--- config.mk ---
export PLATFORM = sky130hd
export DESIGN_NAME = axi_dma_ctrl
export DESIGN_NICKNAME = d
export VERILOG_FILES = /design/src/rtl/axi_dma_ctrl.sv
export SDC_FILE = /design/constraint.sdc
export NUM_CORES = 1
export LEC_CHECK = 0
export BUFFER_PORTS_ARGS = -buffer_cell sky130_fd_sc_hd__buf_2
export CORE_MARGIN = 5
export CORE_UTILIZATION = 30
export CTS_CLUSTER_SIZE = 10
export DETAILED_ROUTE_END_ITERATION = 8
export PLACE_DENSITY_LB_ADDON = 0.12
export SETUP_SLACK_MARGIN = 0.1
export SLEW_MARGIN = 40
export SYNTH_ARGS = -nofsm -noshare
export SYNTH_HDL_FRONTEND = slang
export SYNTH_SLANG_ARGS = --single-unit
export TNS_END_PERCENT = 10
--- constraint.sdc ---
create_clock -name clk -period 3.45 [get_ports clk]
set_clock_uncertainty 0.15 [all_clocks]
set_input_delay 0.1725 -clock clk [delete_from_list [all_inputs] [get_ports clk]]
set_output_delay 0.1725 -clock clk [all_outputs]
set_load 0.01 [all_outputs]
--- src/rtl/axi_dma_ctrl.sv ---
// Single-channel DMA copy engine: reads one word from the source, writes it to
// the destination, and repeats until the programmed word count is exhausted.
module axi_dma_ctrl #(
    parameter int ADDR_WIDTH = 32,
    parameter int DATA_WIDTH = 32,
    parameter int LEN_WIDTH  = 16
) (
    input  logic                    clk,
    input  logic                    reset,
    input  logic                    start,
    input  logic [ADDR_WIDTH-1:0]   src_addr,
    input  logic [ADDR_WIDTH-1:0]   dst_addr,
    input  logic [LEN_WIDTH-1:0]    len,
    output logic                    busy,
    output logic                    done,
    output logic [LEN_WIDTH-1:0]    words_done,
    output logic [ADDR_WIDTH-1:0]   araddr,
    output logic                    arvalid,
    input  logic                    arready,
    input  logic [DATA_WIDTH-1:0]   rdata,
    input  logic                    rvalid,
    output logic                    rready,
    output logic [ADDR_WIDTH-1:0]   awaddr,
    output logic                    awvalid,
    input  logic                    awready,
    output logic [DATA_WIDTH-1:0]   wdata,
    output logic [DATA_WIDTH/8-1:0] wstrb,
    output logic                    wvalid,
    input  logic                    wready,
    input  logic                    bvalid,
    output logic                    bready,
    output logic [2:0]              state_dbg
);
    // Valid/ready: a transfer happens on a rising edge where both valid and ready
    // are high; a valid, once raised, holds its payload until that edge.

    localparam int BYTES = DATA_WIDTH / 8;
    localparam logic [ADDR_WIDTH-1:0] ADDR_STEP  = ADDR_WIDTH'(BYTES);
    localparam logic [ADDR_WIDTH-1:0] ALIGN_MASK = ~(ADDR_WIDTH'(BYTES - 1));

    typedef enum logic [2:0] {IDLE, RD, WR, WR_RESP, DONE} state_t;

    state_t               state;
    logic [LEN_WIDTH-1:0] remaining;
    logic                 ar_done, r_done, aw_done, w_done, b_done;

    logic ar_hs, r_hs, aw_hs, w_hs, b_hs;
    logic ar_seen, r_seen, aw_seen, w_seen, b_seen;
    logic word_end, last_word;

    assign ar_hs = arvalid & arready;
    // Only the first read beat of a word is captured into the buffer.
    assign r_hs  = rready & rvalid & ~r_done;
    assign aw_hs = awvalid & awready;
    assign w_hs  = wvalid & wready;
    assign b_hs  = bready & bvalid;

    assign ar_seen = ar_done | ar_hs;
    assign r_seen  = r_done  | r_hs;
    assign aw_seen = aw_done | aw_hs;
    assign w_seen  = w_done  | w_hs;
    assign b_seen  = b_done  | b_hs;

    assign word_end  = ((state == WR) && aw_seen && w_seen && b_seen) ||
                       ((state == WR_RESP) && b_hs);
    assign last_word = (remaining == LEN_WIDTH'(1));

    assign wstrb     = '1;
    assign state_dbg = state;

    always_ff @(posedge clk) begin
        if (reset) begin
            state      <= IDLE;
            busy       <= 1'b0;
            done       <= 1'b0;
            arvalid    <= 1'b0;
            rready     <= 1'b0;
            awvalid    <= 1'b0;
            wvalid     <= 1'b0;
            bready     <= 1'b0;
            words_done <= '0;
            remaining  <= '0;
            araddr     <= '0;
            awaddr     <= '0;
            wdata      <= '0;
            ar_done    <= 1'b0;
            r_done     <= 1'b0;
            aw_done    <= 1'b0;
            w_done     <= 1'b0;
            b_done     <= 1'b0;
        end else begin
            done <= 1'b0;
            case (state)
                IDLE: begin
                    if (start) begin
                        araddr     <= src_addr & ALIGN_MASK;
                        awaddr     <= dst_addr & ALIGN_MASK;
                        remaining  <= len;
                        words_done <= '0;
                        if (len == '0) begin
                            state <= DONE;
                            done  <= 1'b1;
                        end else begin
                            state   <= RD;
                            busy    <= 1'b1;
                            arvalid <= 1'b1;
                            rready  <= 1'b1;
                            ar_done <= 1'b0;
                            r_done  <= 1'b0;
                        end
                    end
                end
                RD: begin
                    if (ar_hs) begin
                        arvalid <= 1'b0;
                        ar_done <= 1'b1;
                    end
                    if (r_hs) begin
                        wdata  <= rdata;
                        r_done <= 1'b1;
                    end
                    if (ar_seen && r_seen) begin
                        state   <= WR;
                        rready  <= 1'b0;
                        awvalid <= 1'b1;
                        wvalid  <= 1'b1;
                        bready  <= 1'b1;
                        aw_done <= 1'b0;
                        w_done  <= 1'b0;
                        b_done  <= 1'b0;
                    end
                end
                WR: begin
                    if (aw_hs) begin
                        awvalid <= 1'b0;
                        aw_done <= 1'b1;
                    end
                    if (w_hs) begin
                        wvalid <= 1'b0;
                        w_done <= 1'b1;
                    end
                    if (b_hs) begin
                        b_done <= 1'b1;
                    end
                    if (aw_seen && w_seen && !b_seen) begin
                        state <= WR_RESP;
                    end
                end
                WR_RESP: begin
                    // Completion is handled by the word_end path below.
                end
                DONE: begin
                    state <= IDLE;
                end
                default: begin
                    state <= IDLE;
                end
            endcase

            // Word completion overrides the per-state next-state choice above.
            if (word_end) begin
                araddr     <= araddr + ADDR_STEP;
                awaddr     <= awaddr + ADDR_STEP;
                words_done <= words_done + LEN_WIDTH'(1);
                remaining  <= remaining - LEN_WIDTH'(1);
                bready     <= 1'b0;
                if (last_word) begin
                    state <= DONE;
                    busy  <= 1'b0;
                    done  <= 1'b1;
                end else begin
                    state   <= RD;
                    arvalid <= 1'b1;
                    rready  <= 1'b1;
                    ar_done <= 1'b0;
                    r_done  <= 1'b0;
                end
            end
        end
    end
endmodule
---- Word-level counts from Yosys, hierarchy flattened ----
Cells that the tools add are included.
operators by class
  add/subtract/negate cells ............... 4
  equal/unequal tests ..................... 12
  muxes and demuxes ....................... 65
  bitwise gates (word level) .............. 12
  reductions and logical operators ........ 22
operator list
  operator               number
  $mux 32                6
  $mux 16                6
  $add 32x3->32 const B  2
  $mux 1                 37
  $mux 3                 6
  $pmux 1 s2             9
  $add 16x1->16 const B  1
  $eq 16x1->1 const B    1
  $logic_not 16->1       1
  $sub 16x1->16 const B  1
  $pmux 3 s4             1
  $ne 2x2->1 const B     5
  $reduce_and 3->1       3
  $logic_and 1x1->1      7
  $and 1x1->1            6
  $eq 3x2->1 const B     2
  $ne 3x3->1 const B     2
  $reduce_and 2->1       3
  $reduce_bool 2->1      3
  $or 1x1->1             5
  $reduce_and 4->1       1
  $eq 3x1->1 const B     1
  $logic_not 3->1        1
  $ne 3x2->1 const B     1
  4 further kinds        4
storage, ports and cells
  register bits after elaboration ......... 143
  input port bits ......................... 120

---- Longest topological paths before layout ----
Gate-level depths: netlist (run 1).
  depth in word-level cells ............... 8
  gate-level depth with buffers ........... 8
  gate-level depth less buffers ........... 6

---- Least setup slack after synthesis (run 1) ----
Ideal clock, no wire load.
  path type ............................... reg-to-reg
  from .................................... reg awaddr[2]
  to ...................................... reg awaddr[28]
  library setup time ...................... 62 ps
  data arrival time ....................... 2073 ps
  setup slack ............................. 1165 ps
  cell stages (with the launch flop) ...... 7
  cell sequence ........................... dfxtp_1 ha_1 nand3_1 nor4_2 nand3_1 or4b_1 nand3_1
on the way
  longest elaborated chain between the ends .. 2
ends and longest elaborated chain
  what                    RTL line  RTL
  start, declared         23        output logic [ADDR_WIDTH-1:0] awaddr,
  start signal, assigned  97        awaddr <= dst_addr & ALIGN_MASK;
  start signal, assigned  163       awaddr <= awaddr + ADDR_STEP;
  $add 32x3->32           163
  $mux 32                 161       if (word_end) begin
No other way between the ends.
A chain may end at the register's enable or synchronous reset.

---- Final worst setup path (run 1) ----
  from .................................... reg state[1], in the netlist state_dbg[1]
  to ...................................... reg araddr[13]
on the way
  longest elaborated chain between the ends .. 7
ends and longest elaborated chain
  what                                RTL line  RTL
  start, declared                     43        state_t state;
  start signal, assigned              73        state <= IDLE;
  start signal, assigned              101       state <= DONE;
  start signal, assigned              104       state <= RD;
  $eq 3x2->1                          64        assign word_end = ((state == WR) && aw_seen && w_seen && b_seen) ||
  $logic_and 1x1->1 (3 in series)     64
  $logic_or 1x1->1                    64
  $reduce_bool 2->1 (no source line)  --
  $reduce_and 2->1 (no source line)   --
  end signal, assigned                96        araddr <= src_addr & ALIGN_MASK;
  end signal, assigned                162       araddr <= araddr + ADDR_STEP;
  end, declared                       17        output logic [ADDR_WIDTH-1:0] araddr,
Parallel ways exist; a longest one is shown, timed or not.

==> flow_summary.toml, run 1 <==
[final_layout]
layout-drive-gt1-share = 0.2535
seqCellArea_um2 = 2783
fill_cells = 2387
syn_to_final_growth_pct = 45.74
final_nets = 1331
final_util = 0.4401
finish.instance_area_um2 = 10240
n_antenna_cell = 0
multi_input_area_um2 = 3934

[critical_path]
worst_ep_required_time_ns = 3.64
path_class = "flop to flop"
crit_arrival_ns = 2.84
critPathTopFamily = "simple AND/OR/NAND/NOR gates"
cpPeakStageDelay_ns = 0.61
critPathSlowestCell = "or4_1"
start_kind = "flop"
crit_path_end_kind = "flop"
crit_chain = "inv_1, a211oi_4, buf_4, nand3_2, or4_1, a31oi_1"
worstPathBufferInverterCount = 2
path_max_fanout = 18

[floorplan]
die_x_um = 163.0
io_pins = 246
coreArea_um2 = 23260
rows = 56
die_y_um = 163.0
start_util = 0.3020
die-area_um2 = 26580

[timing]
post-route-period-util = 0.7681
slew_headroom = 0.4429
period_needed_ns = 2.650
rsz0062_at_grt = "no"
slew_viol_final = 0
worst_pin_slew_ns = 0.8356
finalSetupViolations = 0
finalSetupTns_ns = 0
hold_violations = 0
hold_ws_ns = 0.02522
clock.fmax_ghz = 0.3774

[synthesis]
syn_area_per_cell_um2 = 7.876
netlist_area_um2 = 7025
yosysWarnings = 0
synth_cell_types = 62
synthTopCellsByArea = "dfxtp_1 40%, nand2_1 8.4%, a21oi_1 6.2%"
synthCells = 892
ys_async_sr_fraction = 0
yosysSeqAreaShare = 0.3961
synth-edff-count = 0
yosysTopAreaCell = "dfxtp_1"
synth_ff_type = "dfxtp_1"
ys_ff_latch = 139
yosysTopAreaCellShare = 0.3961

[clock_network]
clock-sinks = 139
post-cts-setup-buffers = 0
clock_latency_ns = 0.42
cts_tree = "built"
cts-root-buf = "clkbuf_16"
cts_max_level = 4
clk_path_buf_depth = 2
cts_buffers = 17
clkTransAtPathRegs_ns = 0.06

[run]
drv_cap = 0

[placement]
dpl.hpwl_um = 17200
port_buffers = 233
place_area_um2 = 8473
routabilityCongestion = 0.7677

[grt]
grt_overflow = 0
grt_start_max_net_pins = 80
grt_pass1_wl_um = 41200
track_usage = 0.1901
antenna_found_initial = 0
first_global_vias = 7804

[min_path]
hold_path.class = "input pin to flop"

[route]
wl_per_cell_um = 16.86
firstDrtPassIters = 4
drc = 0
wl_um = 25930
drt_first_iter_violations = 411
drtAntennaViolNets = 0
vias = 7982
vias_per_cell = 5.190

[power]
pwr-share-comb = 0.130
power.leakage_uw = 0.003988
powerDensity_nw_per_um2 = 433.3
peakVddDrop_uv = 256.9
clock_power_share = 0.472
power.net_switching_uw = 1191
p_int_uw = 3246
seqPwrFrac = 0.397
p_sw_frac = 0.2683

[run_status]
outcome = "finished clean"
==> cell families after synthesis <==
kind of cell | after synthesis | synth area share
AND/OR/NAND/NOR | 395 | 0.2923
XOR/XNOR | 7 | 0.008727
buffers and inverters | 87 | 0.05254
other | 2 | 0.001069
flip-flops | 139 | 0.3961
multiplexers | 5 | 0.007836
AO/OA/AOI/OAI | 252 | 0.2326
adder cells (fa/ha/maj) | 5 | 0.008905
==> flip-flops by register name, summed over array words and instances, names as in the netlist <==
| register | flops |
|---|---|
| remaining | 16 |
| ar_done | 1 |
| w_done | 1 |
| wvalid | 1 |
| aw_done | 1 |
| awaddr | 30 |
| wdata | 32 |
| state_dbg | 3 |
| words_done | 16 |
| rready | 1 |
| b_done | 1 |
| bready | 1 |
| arvalid | 1 |
| busy | 1 |
| awvalid | 1 |
| araddr | 30 |
| done | 1 |
| r_done | 1 |
==> placed cells by master (no fill, tap or decap), types with 10 or more instances in the layout <==
| master | netlist | final |
|---|---|---|
| nor4_1 | 11 | 11 |
| buf_4 | 8 | 16 |
| nand3_1 | 42 | 41 |
| nor2_1 | 27 | 25 |
| o311ai_0 | 18 | 18 |
| a31oi_1 | 41 | 41 |
| o21ai_0 | 25 | 25 |
| nor3_1 | 30 | 30 |
| a32oi_1 | 10 | 10 |
| nand4_1 | 25 | 25 |
| buf_2 | 4 | 232 |
| dlygate4sd3_1 | 0 | 109 |
| or4_1 | 25 | 25 |
| a21oi_1 | 87 | 86 |
| o211ai_1 | 26 | 26 |
| and3_1 | 16 | 16 |
| nand2_1 | 157 | 157 |
| clkbuf_16 | 0 | 17 |
| or3_1 | 22 | 22 |
| dfxtp_1 | 139 | 139 |
| inv_1 | 17 | 17 |
==> what timing repair did <==
item / 4_1_cts / 5_1_grt
gates resized for setup: 0 / 0
hold endpoints to repair: 112 / 0
hold buffers: 109 / 0
==> power groups by stage <==
stage	Sequential, µW	Combinational, µW	Clock [µW]
6_report	1760	578	2100
3_3_place_gp	1800	479	0
5_1_grt	1780	638	2210
2_1_floorplan	1800	254	0
4_1_cts	1760	579	2140
3_5_place_dp	1800	480	0
==> worst register-to-register path, cell delays in order, from the launching register on <==
cell,delay [ns]
dfxtp_1,0.48
inv_1,0.18
a211oi_4,0.39
buf_4,0.25
nand3_2,0.33
or4_1,0.61
a31oi_1,0.18
==> per-stage QoR <==
stage / power (µW) / std cells / setup slack (ns)
after CTS: 4480 / 1538 / 0.7574
after floorplan: 2055 / 898 / 1.165
after global routing: 4621 / 1538 / 0.6203
after detailed placement: 2278 / 1397 / 0.7614
final: 4437 / 1538 / 0.8002
after global placement: 2276 / 1397 / 0.7891
==> worst paths after layout <==
check | start | endpoint | slack (ns) | cells past startpoint
hold reg to reg | wdata[1] | wdata[1] | 0.30 | 2
hold / removal | src_addr[22] | araddr[22] | 0.03 | 4
setup / recovery | state_dbg[1] | araddr[13] | 0.80 | 6
setup reg to reg | state_dbg[1] | araddr[13] | 0.80 | 6
==> per-layer routing <==
metal	up-vias	part of all wire	track usage
met5	-	0	0
met3	31	0.063	0.04290
met4	0	0.014	0.05452
met2	248	0.46	0.3094
li1	3967	-	-
met1	3736	0.47	0.2536
==> synth_stat cells (6+ instances only) <==
master	instances
a31oi_1	41
a22oi_1	7
nand4_1	25
nand3_1	42
or2_2	6
nor4_1	11
inv_1	17
o311ai_0	18
or4_1	25
dfxtp_1	139
nor2_1	27
a21oi_1	87
nand2_1	157
buf_4	8
o21ai_0	25
and3_1	16
or3_1	22
nor3_1	30
o211ai_1	26
a211oi_1	7
a2bb2oi_1	8
clkbuf_1	56
a32oi_1	10
==> layout make-up <==
class                           count  area share
Multi-Input combinational cell    672      0.3842
Sequential cell                   139      0.2718
Timing Repair Buffer              359      0.2339
Clock buffer                       17     0.04155
Tap cell                          319     0.03898
Clock inverter                     15     0.02334
Inverter                           17    0.006232
(Power assumes the default switching activity.)
==> run 2, diff against run 1 <==
ABC_AREA = 1   (was unset)
clock period = 2.59 ns   (was 3.45 ns; I/O delays follow)
==> run 2 against run 1 <==
  * Hold slack gained 0.29 ns
  * Critical path depth grew 3
  * Utilization shrank 1.8 points
  * Synthesized cell count grew 53%
  * Final cell count grew 33%
  * Power grew 73%
  * First-iteration DRC count grew 29%
  * Non-clock buffer count is the same
  * Largest cell class unchanged
==> flow_summary.toml, run 2 <==
[run_status]
outcome = "finished clean"

[placement]
routabilityCongestion = 0.8630
dpl.hpwl_um = 20140
place_area_um2 = 9589
port_buffers = 233

[critical_path]
cp-startpoint = "araddr[2]"
critPathTopFamily = "simple AND/OR/NAND/NOR gates"
worstPathBufferInverterCount = 0
cpPeakStageDelay_ns = 0.42
crit_chain = "ha_1, nand2_1, nor2_1, nand2_1, nor2_1, nand3_1, nand2_1, nand3_1, a21oi_1"
worstSetupEndpoint = "araddr[30]"
crit_arrival_ns = 2.40
crit_path_end_kind = "flop"
path_max_fanout = 5
critPathSlowestCell = "dfxtp_1"
start_kind = "flop"
path_common_cell = "nand2_1"
r2r_slack_ns = 0.38
path_depth = 9
r2r-start = "araddr[2]"
rr_endpoint = "araddr[30]"
path_class = "flop to flop"
r2r_cells = 9
worst_ep_required_time_ns = 2.78

[final_layout]
final_common_cell = "nand2_1"
layout-drive-gt1-share = 0.1730
syn_to_final_growth_pct = 38.36
finish.instance_area_um2 = 11370
top_regs = "wdata: 32 flops, araddr: 30 flops, awaddr: 30 flops"
largest_reg_flops = 32
n_antenna_cell = 0
seqCellArea_um2 = 2783
final_util = 0.4218
fill_cells = 2837
final_nets = 1818
layout_common_cells = "459 x nand2_1, 261 x nor2_1, 233 x buf_2, 139 x dfxtp_1, 115 x dlygate4sd3_1"
top_register = "wdata"
multi_input_area_um2 = 4677

[grt]
antenna_found_initial = 0
grt_pass1_wl_um = 47440
first_global_vias = 9283
grt_start_max_net_pins = 102
grt_overflow = 0
track_usage = 0.1888

[synthesis]
yosysTopAreaCell = "dfxtp_1"
synth-compound-area-share = 0.1043
yosysSeqAreaShare = 0.3387
yosysWarnings = 0
synth_ff_type = "dfxtp_1"
synth-edff-count = 0
yosys-mux-area-fraction = 0
synth_cell_types = 38
ys_async_sr_fraction = 0
synth_fa_ha_area_frac = 0.007615
netlist_area_um2 = 8215
yosysMostFrequentCell = "nand2_1"
synthCells = 1366
synth-simple-area-share = 0.4318
yosys-top-cells-count = "459 x nand2_1, 262 x nor2_1, 139 x dfxtp_1"
yosysTopAreaCellShare = 0.3387
ys_ff_latch = 139
synthTopCellsByArea = "dfxtp_1 34%, nand2_1 21%, nor2_1 12%"
synth-xor-area-share = 0.02026
syn_area_per_cell_um2 = 6.014
synth_top_family_by_area = "simple AND/OR/NAND/NOR gates"

[run]
drv_cap = 0

[min_path]
hold_path.class = "input pin to flop"

[power]
powerDensity_nw_per_um2 = 676.0
power.leakage_uw = 0.005183
total_power_uw = 7684
peakVddDrop_uv = 301.5

[clock_network]
cts_tree = "built"
cts_buffers = 17
clock_latency_ns = 0.43
post-cts-setup-buffers = 0
clk_path_buf_depth = 2
cts-root-buf = "clkbuf_16"
clkTransAtPathRegs_ns = 0.06
cts_max_level = 4
clock-sinks = 139

[route]
wl_per_cell_um = 14.45
vias = 9509
vias_per_cell = 4.648
wl_um = 29570
drc = 0
drt_first_iter_violations = 529
firstDrtPassIters = 5
drtAntennaViolNets = 0

[timing]
hold_violations = 0
finalSetupViolations = 0
clock.fmax_ghz = 0.4526
period_needed_ns = 2.210
finalSetupTns_ns = 0
hold_ws_ns = 0.3134
worst_pin_slew_ns = 0.8612
slew_viol_final = 0
slew_headroom = 0.4253
rsz0062_at_grt = "no"
post-route-period-util = 0.8531

[floorplan]
die_y_um = 175.5
rows = 60
start_util = 0.3048
io_pins = 246
coreArea_um2 = 26950
die-area_um2 = 30790
die_x_um = 175.5
[run 2: cell count changes after synthesis, moves of 18 or more]
| cell | change |
|---|---|
| a31oi_1 | -25 |
| nand3_1 | +55 |
| o211ai_1 | -24 |
| o311ai_0 | -18 |
| clkbuf_1 | -36 |
| nor3_1 | -28 |
| o21ai_0 | +38 |
| a21oi_1 | -25 |
| nand2_1 | +302 |
| nor2_1 | +235 |
| or3_1 | -22 |
| inv_1 | +98 |
| or4_1 | -25 |
[run 2: where the power goes]
group,internal [µW],switching [µW]
Combinational,902,1380
Sequential,2420,383
Clock,1550,1050
Total,4870,2810
[run 2: logic make-up after synthesis]
kind of cell / Yosys count
xor gates and xnor gates: 19
buffers and inverters: 175
other: 2
adders and majority gates: 5
AOI/OAI and AO/OA: 159
DFF: 139
and+or+nand+nor: 867
[run 2: worst reg2reg max path, stage by stage, from the launching register on]
cell     delay [ns]
dfxtp_1        0.42
ha_1           0.31
nand2_1        0.10
nor2_1         0.19
nand2_1        0.20
nor2_1         0.37
nand3_1        0.12
nand2_1        0.08
nand3_1        0.06
a21oi_1        0.15
[run 2: worst min path at each step]
stage | from | endpoint | cells past startpoint | slack, ns
floorplan | rdata[0] | wdata[0] | 2 | 0.11
detailed placement | rdata[26] | wdata[26] | 3 | 0.21
global route | rdata[9] | wdata[9] | 4 | 0.29
CTS | rdata[27] | wdata[27] | 4 | 0.29
finish | rdata[9] | wdata[9] | 4 | 0.31
global placement | rdata[17] | wdata[17] | 3 | 0.20
[run 2: through the flow]
| step | instances | setup WS (ns) |
|---|---|---|
| finish | 2046 | 0.3803 |
| detailed placement | 1899 | 0.1061 |
| CTS | 2046 | 0.1237 |
| global placement | 1899 | 0.1154 |
| floorplan | 1372 | 0.7596 |
| global route | 2046 | 0.1301 |
[run 2: metal layers]
metal  wire length, µm  track usage  up-vias
met3              1734      0.04326       33
met1             13700       0.2425     4275
met4               524      0.05556        0
li1                  -            -     4962
met2             13610       0.3177      239
met5                 0            0        -
[run 2: final cells by class]
| type | count | share of cell area |
|---|---|---|
| Clock inverter | 13 | 0.01464 |
| Multi-Input combinational cell | 1059 | 0.4114 |
| Tap cell | 341 | 0.03753 |
| Timing Repair Buffer | 359 | 0.2143 |
| Inverter | 117 | 0.03863 |
| Sequential cell | 139 | 0.2448 |
| Clock buffer | 18 | 0.03863 |
[run 2: repair_timing]
action,in CTS,in global routing
endpoints found under the hold margin,116,0
hold buffers,115,0
gates cloned,1,0
resized for setup,0,4
pin swaps,1,1
endpoints found under the setup margin,2,17
==> run 3, diff against run 2 <==
clock period = 2.65 ns   (was 2.59 ns; I/O delays follow)
==> run 3 against run 2 <==
  * Sequential power shrank 2%
  * Critical path depth up 1
  * First-iteration DRC count fell by 8.7%
  * Fmax is 0.20% higher
  * Design area barely moved
  * Sequential share of layout area about the same
  * Die area unchanged
  * Global-route usage decreased by 0.23 points
  * Clock power is 2% higher
  * Wire length shrank 0.78%
  * Combinational power fell by 3%
==> flow_summary.toml, run 3 (synthesis gave the netlist of run 2 again) <==
[floorplan]
die_y_um = 175.5
rows = 60
coreArea_um2 = 26950
die_x_um = 175.5
start_util = 0.3048
die-area_um2 = 30790
io_pins = 246

[critical_path]
r2r_slack_ns = 0.44
start_kind = "flop"
path_class = "flop to flop"
crit_arrival_ns = 2.41
worst_ep_required_time_ns = 2.86
r2r-start = "araddr[3]"
cp-startpoint = "araddr[3]"
crit_path_end_kind = "flop"
rr_endpoint = "araddr[14]"
worstSetupEndpoint = "araddr[14]"
r2r_cells = 10
path_max_fanout = 5

[clock_network]
clock_latency_ns = 0.42
cts-root-buf = "clkbuf_16"
post-cts-setup-buffers = 0
clock-sinks = 139
clk_path_buf_depth = 2
cts_buffers = 17
clkTransAtPathRegs_ns = 0.07
cts_tree = "built"
cts_max_level = 4

[grt]
antenna_found_initial = 1
grt_start_max_net_pins = 102
first_global_vias = 9184
grt_overflow = 0
grt_pass1_wl_um = 47410
track_usage = 0.1865

[run_status]
outcome = "finished clean"

[route]
drt_first_iter_violations = 483
firstDrtPassIters = 5
wl_um = 29330
vias_per_cell = 4.610
wl_per_cell_um = 14.33
drtAntennaViolNets = 0
vias = 9437
drc = 0

[power]
peakVddDrop_uv = 368.8
powerDensity_nw_per_um2 = 670.6
power.leakage_uw = 0.005201

[final_layout]
syn_to_final_growth_pct = 38.49
fill_cells = 2895
final_nets = 1818
layout-drive-gt1-share = 0.1735
final_util = 0.4221
top_register = "wdata"
n_antenna_cell = 0
top_regs = "wdata: 32 flops, araddr: 30 flops, awaddr: 30 flops"
largest_reg_flops = 32
final_common_cell = "nand2_1"
layout_common_cells = "459 x nand2_1, 262 x nor2_1, 233 x buf_2, 139 x dfxtp_1"
instances_no_fill = 2047

[timing]
hold_violations = 0
post-route-period-util = 0.8321
finalSetupViolations = 0
clock.fmax_ghz = 0.4535
rsz0062_at_grt = "no"
finalSetupTns_ns = 0
slew_viol_final = 0
worst_pin_slew_ns = 0.7412
period_needed_ns = 2.205
slew_headroom = 0.5059

[placement]
place_inst = 1902
routabilityCongestion = 0.8729
port_buffers = 233
dpl.hpwl_um = 20350

[run]
drv_cap = 0

[min_path]
min_path_cells = 5
hold_path.class = "input pin to flop"
-- run 3: cell count changes in the layout (fill, tap and decap cells not counted), sizes merged --
cell         before  now
bufinv            3    4
inv             120  122
clkinvlp          3    1
nor2            267  266
dlygate4sd3     115  113
buf             244  247
-- run 3: how the worst min path moves through the flow --
stage	start	endpoint	slack [ns]
after global placement	rdata[18]	wdata[18]	0.20
after CTS	bvalid	b_done	0.02
after detailed placement	rdata[27]	wdata[27]	0.21
after global routing	bvalid	b_done	0.07
after floorplan	rdata[0]	wdata[0]	0.12
final	bvalid	b_done	0.04
-- run 3: stage by stage --
stage | power (µW) | instance area (µm²) | worst slack, ns | hold slack, ns
6_report | 7630 | 11380 | 0.4449 | 0.03903
5_1_grt | 8162 | 11380 | 0.2353 | 0.06569
4_1_cts | 7727 | 11370 | 0.1117 | 0.02118
3_5_place_dp | 4897 | 9603 | 0.1404 | 0.2111
3_3_place_gp | 4872 | 9588 | 0.1261 | 0.2035
2_1_floorplan | 4144 | 8238 | 0.8196 | 0.1174
-- run 3: area by class of cell --
cell class | count | area (µm²) | share of cell area
timing repair buffer | 360 | 2422 | 0.2129
clock buffer | 18 | 429.2 | 0.03772
tap | 341 | 426.7 | 0.03750
clock inverter | 14 | 209.0 | 0.01837
multi-input combinational | 1058 | 4668 | 0.4103
inverter | 117 | 439.2 | 0.03860
sequential | 139 | 2783 | 0.2446
-- run 3: timing repair --
item / in CTS / in global routing
hold buffers: 113 / 0
setup endpoints to repair: 0 / 8
endpoints found under the hold margin: 115 / 0
gates resized for setup: 0 / 1
-- run 3: power breakdown --
| group | leakage [µW] | switching (µW) | internal (µW) |
|---|---|---|---|
| combinational | 0.00376 | 1340 | 886 |
| sequential | 0.00113 | 378 | 2370 |
| clock | 0.000308 | 1060 | 1600 |
-- run 3: worst max-delay path: stages (launching register included) --
cell	delay, ns
dfxtp_1	0.43
ha_1	0.31
nand2_1	0.10
nor2_1	0.20
nand2_1	0.19
nor2_1	0.31
xor2_1	0.20
nand2_1	0.07
nand3_1	0.08
nand2_1	0.05
inv_1	0.05
-- run 3: per-layer routing --
metal | track usage | up-vias | wire [µm]
li1 | - | 4955 | -
met1 | 0.2442 | 4223 | 13790
met5 | 0 | - | 7
met4 | 0.04061 | 2 | 308
met2 | 0.3166 | 236 | 13570
met3 | 0.04111 | 21 | 1663
